===== src/rtl/rf_wb_arbiter.sv =====
// Arbitrates the single reg_file write port between pipeline writeback (P, fixed priority)
// and the MDU (M, valid/ready), with a starvation stall and an in-flight MDU scoreboard.
module rf_wb_arbiter #(
    parameter int DATA_WIDTH   = 32,
    parameter int ADR_WIDTH    = 5,
    parameter int STARVE_LIMIT = 4
) (
    input  logic                  clk,
    input  logic                  rst,
    input  logic                  p_valid,
    input  logic [ADR_WIDTH-1:0]  p_adr,
    input  logic [DATA_WIDTH-1:0] p_data,
    input  logic                  m_valid,
    output logic                  m_ready,
    input  logic [ADR_WIDTH-1:0]  m_adr,
    input  logic [DATA_WIDTH-1:0] m_data,
    output logic                  p_stall,
    input  logic                  sb_set,
    input  logic [ADR_WIDTH-1:0]  sb_set_adr,
    input  logic [ADR_WIDTH-1:0]  sb_qa_adr,
    input  logic [ADR_WIDTH-1:0]  sb_qb_adr,
    output logic                  sb_busy_a,
    output logic                  sb_busy_b,
    output logic                  writeEnable,
    output logic [ADR_WIDTH-1:0]  writeAdr,
    output logic [DATA_WIDTH-1:0] writeData
);
    localparam int SB_ENTRIES = 2 ** ADR_WIDTH;
    localparam int CNT_W      = (STARVE_LIMIT > 1) ? $clog2(STARVE_LIMIT) : 1;

    typedef enum logic {NORMAL, STALL} state_t;

    typedef struct packed {
        logic [ADR_WIDTH-1:0]  adr;
        logic [DATA_WIDTH-1:0] data;
    } wr_req_t;

    state_t              state, stateNext;
    logic [CNT_W-1:0]    starveCnt, starveCntNext;
    logic                grant;
    wr_req_t             grantReq;
    logic                mAccept;
    logic [SB_ENTRIES-1:0] sbBits;

    always_ff @(posedge clk) begin
        if (rst) begin
            state     <= NORMAL;
            starveCnt <= '0;
            p_stall   <= 1'b0;
        end else begin
            state     <= stateNext;
            starveCnt <= starveCntNext;
            p_stall   <= (stateNext == STALL);
        end
    end

    // M blocked means P holds the port; the counter runs only while that persists.
    always_comb begin
        stateNext     = state;
        starveCntNext = '0;
        case (state)
            NORMAL: begin
                if (m_valid && p_valid) begin
                    if (starveCnt == CNT_W'(STARVE_LIMIT - 1))
                        stateNext = STALL;
                    else
                        starveCntNext = starveCnt + CNT_W'(1);
                end
            end
            STALL:   stateNext = NORMAL;
            default: stateNext = NORMAL;
        endcase
    end

    always_comb begin
        m_ready  = 1'b0;
        grant    = 1'b0;
        grantReq = '0;
        case (state)
            NORMAL: begin
                if (p_valid) begin
                    grant    = 1'b1;
                    grantReq = '{adr: p_adr, data: p_data};
                end else if (m_valid) begin
                    grant    = 1'b1;
                    m_ready  = 1'b1;
                    grantReq = '{adr: m_adr, data: m_data};
                end
            end
            STALL: begin
                if (m_valid) begin
                    grant    = 1'b1;
                    m_ready  = 1'b1;
                    grantReq = '{adr: m_adr, data: m_data};
                end
            end
            default: ;
        endcase
    end

    assign mAccept = m_valid && m_ready;

    // x0 writes still complete the handshake but never reach the register file.
    always_ff @(posedge clk) begin
        if (rst) begin
            writeEnable <= 1'b0;
            writeAdr    <= '0;
            writeData   <= '0;
        end else begin
            writeEnable <= grant && (grantReq.adr != '0);
            if (grant) begin
                writeAdr  <= grantReq.adr;
                writeData <= grantReq.data;
            end
        end
    end

    // Set is written last so it overrides a same-cycle clear of the same entry.
    always_ff @(posedge clk) begin
        if (rst) begin
            sbBits <= '0;
        end else begin
            if (mAccept)
                sbBits[m_adr] <= 1'b0;
            if (sb_set && (sb_set_adr != '0))
                sbBits[sb_set_adr] <= 1'b1;
        end
    end

    assign sb_busy_a = (sb_qa_adr != '0) && sbBits[sb_qa_adr];
    assign sb_busy_b = (sb_qb_adr != '0) && sbBits[sb_qb_adr];
endmodule


===== config.mk =====
export PLATFORM = sky130hd
export DESIGN_NAME = rf_wb_arbiter
export DESIGN_NICKNAME = d
export VERILOG_FILES = /design/src/rtl/rf_wb_arbiter.sv
export SDC_FILE = /design/constraint.sdc
export NUM_CORES = 1
export LEC_CHECK = 0
export BUFFER_PORTS_ARGS = -buffer_cell sky130_fd_sc_hd__buf_2
export CAP_MARGIN = 20
export CELL_PAD_IN_SITES_DETAIL_PLACEMENT = 1
export CELL_PAD_IN_SITES_GLOBAL_PLACEMENT = 2
export CORE_MARGIN = 2
export CORE_UTILIZATION = 31
export CTS_CLUSTER_SIZE = 8
export DETAILED_ROUTE_END_ITERATION = 10
export PLACE_DENSITY = 0.88
export SLEW_MARGIN = 10
export SYNTH_ARGS = -nofsm -noshare
export SYNTH_HDL_FRONTEND = slang
export SYNTH_SLANG_ARGS = --single-unit

===== constraint.sdc =====
create_clock -name clk -period 3.6 [get_ports clk]
set_input_delay 0 -clock clk [delete_from_list [all_inputs] [get_ports clk]]
set_output_delay 0 -clock clk [all_outputs]
set_load 0.02 [all_outputs]

==> flow_summary_export.csv <==
group,metric,value,unit
die,die_x,112.3,um
logic_synthesis,synth-seq-cells,73,
drt,drtPass1Iterations,4,
logic_synthesis,postSynth.asyncResetShare,0,%
drt,ant_nets,0,
setup_path,slowest_delay,590,ps
logic_synthesis,ys_warn_count,0,
timing,rsz0062_at_grt,"false",
logic_synthesis,syn_area,3637,um2
setup_path,setup.worst_path.class,"reg -> reg",
drt,drc,0,
placed_design,port_buffers,135,
logic_synthesis,synth_top_area_cell,"dfxtp_1",
die,pin_count,136,
logic_synthesis,synthDominantCellAreaShare,40.18,%
logic_synthesis,ys_types,36,
grt,grt_overflow_total,0,
timing,min_period,2161,ps
setup_path,cp_cell_sequence,"nand2b_2, buf_4, nor2_1, a211oi_1, dlygate4sd3_1",
power_and_ir_drop,p_leak,2.190,nW
layout,drive_gt1_share,31.17,%
setup_path,path_buf_inv,2,
clock_tree,cts_tree,"done",
power_and_ir_drop,switching_share,25.89,%
grt,grt_pass1_wl,21120,um
layout,final_nets,645,
clock_tree,clk_path_buf_depth,2,
power_and_ir_drop,combPwrFrac,15.8,%
die,die_area,12620,um2
power_and_ir_drop,ir_drop,0.0002104,V
setup_path,endpoint_kind,"register",
timing,finalSetupViolCount,0,
timing,fin_crit_sh,60.03,%
timing,tightest_slew,768.8,ps
timing,maxClockFrequency,0.4627,GHz
placed_design,gp_congestion,0.8080,
drt,vias_per_cell,5.351,
placed_design,dp.cells,639,
die,row_count,39,
logic_synthesis,avgSynthCellArea,9.350,um2
clock_tree,cts_htree_levels,3,
logic_synthesis,synth_ff_type,"dfxtp_1",
worst_hold_path,min_path_type,"in -> reg",
logic_synthesis,synth_cells,389,
layout,area_delta_synth_final,41.11,%
logic_synthesis,yosys-top-cells-area,"dfxtp_1 40%, mux2i_1 12%, mux4_2 8.7%, a211oi_1 7.8%, nor2_1 4.5%",
drt,initialDrtViolationCount,148,
setup_path,crit_required,3890,ps
placed_design,dp_slack,1855,ps
clock_tree,clk_latency,340,ps
die,start_util,31.85,%
power_and_ir_drop,seqPwrFrac,39.1,%
grt,antenna_found_initial,0,
logic_synthesis,synth-edff-count,0,
clock_tree,cts-root-buf,"clkbuf_16",
clock_tree,cts_setup_buffers,0,
drt,wl_per_cell,18.79,um
setup_path,arrival,2450,ps
grt,first_global_vias,3976,
grt,gr-usage-all-layers,21.28,%
timing,finClkSkew,4.061,ps
setup_path,critPathMaxFanout,77,
power_and_ir_drop,switchingPower,0.5736,mW
drt,dr_total_vias,3735,
timing,slew_headroom,48.75,%
power_and_ir_drop,p_per_area,431.8,nW/um2
power_and_ir_drop,p_int,1.642,mW
timing,setup_tns,0,ps
placed_design,hpwl,8693,um
outcome,status,"finished clean",
clock_tree,clk_pin_slew,60,ps
power_and_ir_drop,pwr-share-clk,45.0,%
setup_path,worstSetupStartpointType,"register",
layout,diodes,0,
grt,grt_max_degree,78,
timing,post-route-worst-setup-slack,1439,ps
clock_tree,cts.sinks,73,
die,coreArea,11420,um2
run,max_cap_viol_count,0,
timing,slew_violations,0,
timing,hold_violations,0,
layout,fin_cells,698,
drt,totalWireLength,13110,um
die,die_h,112.3,um
logic_synthesis,yosysSeqAreaShare,40.18,%
setup_path,cp_top_family,"buffers and inverters",
clock_tree,cts_resized,0,
setup_path,cp_slowest_cell,"buf_4",
logic_synthesis,syn_nets,484,
clock_tree,numCtsBuffers,9,
-- power by group through the flow --
stage	combinational [mW]	sequential (mW)	clock [mW]
6_report	0.351	0.867	0.998
5_1_grt	0.382	0.870	1.05
4_1_cts	0.347	0.866	1.02
3_5_place_dp	0.309	0.882	0
3_3_place_gp	0.301	0.882	0
2_1_floorplan	0.143	0.920	0
-- layer usage --
metal | up-vias | global-route usage, % | wire (um)
met5 | - | 0 | 0
met4 | 0 | 8.780 | 325
met3 | 24 | 6.317 | 971
met2 | 140 | 36.10 | 6385
met1 | 1808 | 25.19 | 5431
li1 | 1763 | - | -
-- final cells by class --
cell class / count / area, um2
Inverter: 1 / 3.754
Sequential cell: 73 / 1461
Fill cell: 1336 / 6286
Tap cell: 143 / 178.9
Clock buffer: 11 / 252.7
Clock inverter: 5 / 77.57
Timing Repair Buffer: 181 / 1129
Multi-Input combinational cell: 284 / 2029
-- worst paths after layout --
check,end,from,depth (start not counted),slack (ps)
worst max-delay path,writeData[11]$_SDFFE_PP0P_,state$_SDFF_PP0_,5,1440
worst min register to register,starveCnt[0]$_SDFF_PP0_,starveCnt[0]$_SDFF_PP0_,1,440
worst max register to register,writeData[11]$_SDFFE_PP0P_,state$_SDFF_PP0_,5,1440
worst min-delay path,writeData[31]$_SDFFE_PP0P_,m_data[31],3,4
-- synthesized netlist by cell type (all sizes together), types with 2 or more instances --
| library cell | n |
|---|---|
| and2 | 3 |
| dfxtp | 73 |
| nand4b | 2 |
| nand2 | 28 |
| nor2 | 44 |
| buf | 10 |
| nor4 | 2 |
| nor3 | 6 |
| nand3 | 10 |
| nand3b | 4 |
| nor2b | 3 |
| mux4 | 16 |
| clkbuf | 21 |
| nor3b | 8 |
| o21ai | 31 |
| a211oi | 38 |
| a21oi | 31 |
| mux2 | 2 |
| or3b | 2 |
| mux2i | 42 |
-- flip-flops by register name, summed over array words and instances, names as in the netlist --
| register | cells |
|---|---|
| writeData | 32 |
| sbBits | 32 |
| starveCnt | 2 |
| writeAdr | 5 |
| writeEnable | 1 |
| state | 1 |
-- stage by stage --
stage | hold slack [ps] | power, mW | util, % | area, um2
detailed placement | 297.1 | 1.191 | 38.29 | 4372
finish | 4.247 | 2.216 | 44.95 | 5132
global placement | 286.4 | 1.183 | 38.29 | 4372
floorplan | 147.7 | 1.063 | - | 3637
CTS | 0.1636 | 2.229 | 44.95 | 5132
global route | 21.65 | 2.305 | 44.95 | 5132
-- what timing repair did --
item / CTS / global route
endpoints found under the setup margin: 0 / 0
endpoints found under the hold margin: 41 / 0
hold buffers: 43 / 0
-- cells in the final DEF (no fill, tap or decap), types with 3 or more instances in the layout --
cell           instances
mux4_2                14
nor2b_1                3
mux2i_1               42
nor2_1                44
a21oi_1               31
nor3b_1                8
clkbuf_16              9
buf_2                135
nand2_1               28
nand3b_1               4
and2_1                 3
nor3_1                 6
nand3_1               10
buf_4                  3
a211oi_1              38
dlygate4sd3_1         43
o21ai_0               31
dfxtp_1               73
-- cell families (layout without fill, tap and decap cells) --
family,count (synthesis),after routing,share of synthesized area (%)
adder cells (fa/ha/maj),1,1,0.3439
AND/OR/NAND/NOR,119,119,15.82
AO/OA/AOI/OAI,104,104,17.27
flip-flops,73,73,40.18
multiplexers,60,60,22.29
buffers and inverters,32,198,4.093
-- worst reg2reg max path, stage by stage (launching register included) --
cell,delay [ps]
dfxtp_1,330
nand2b_2,170
buf_4,590
nor2_1,210
a211oi_1,230
dlygate4sd3_1,570
No activity file was read; power rests on OpenSTA's default activity.
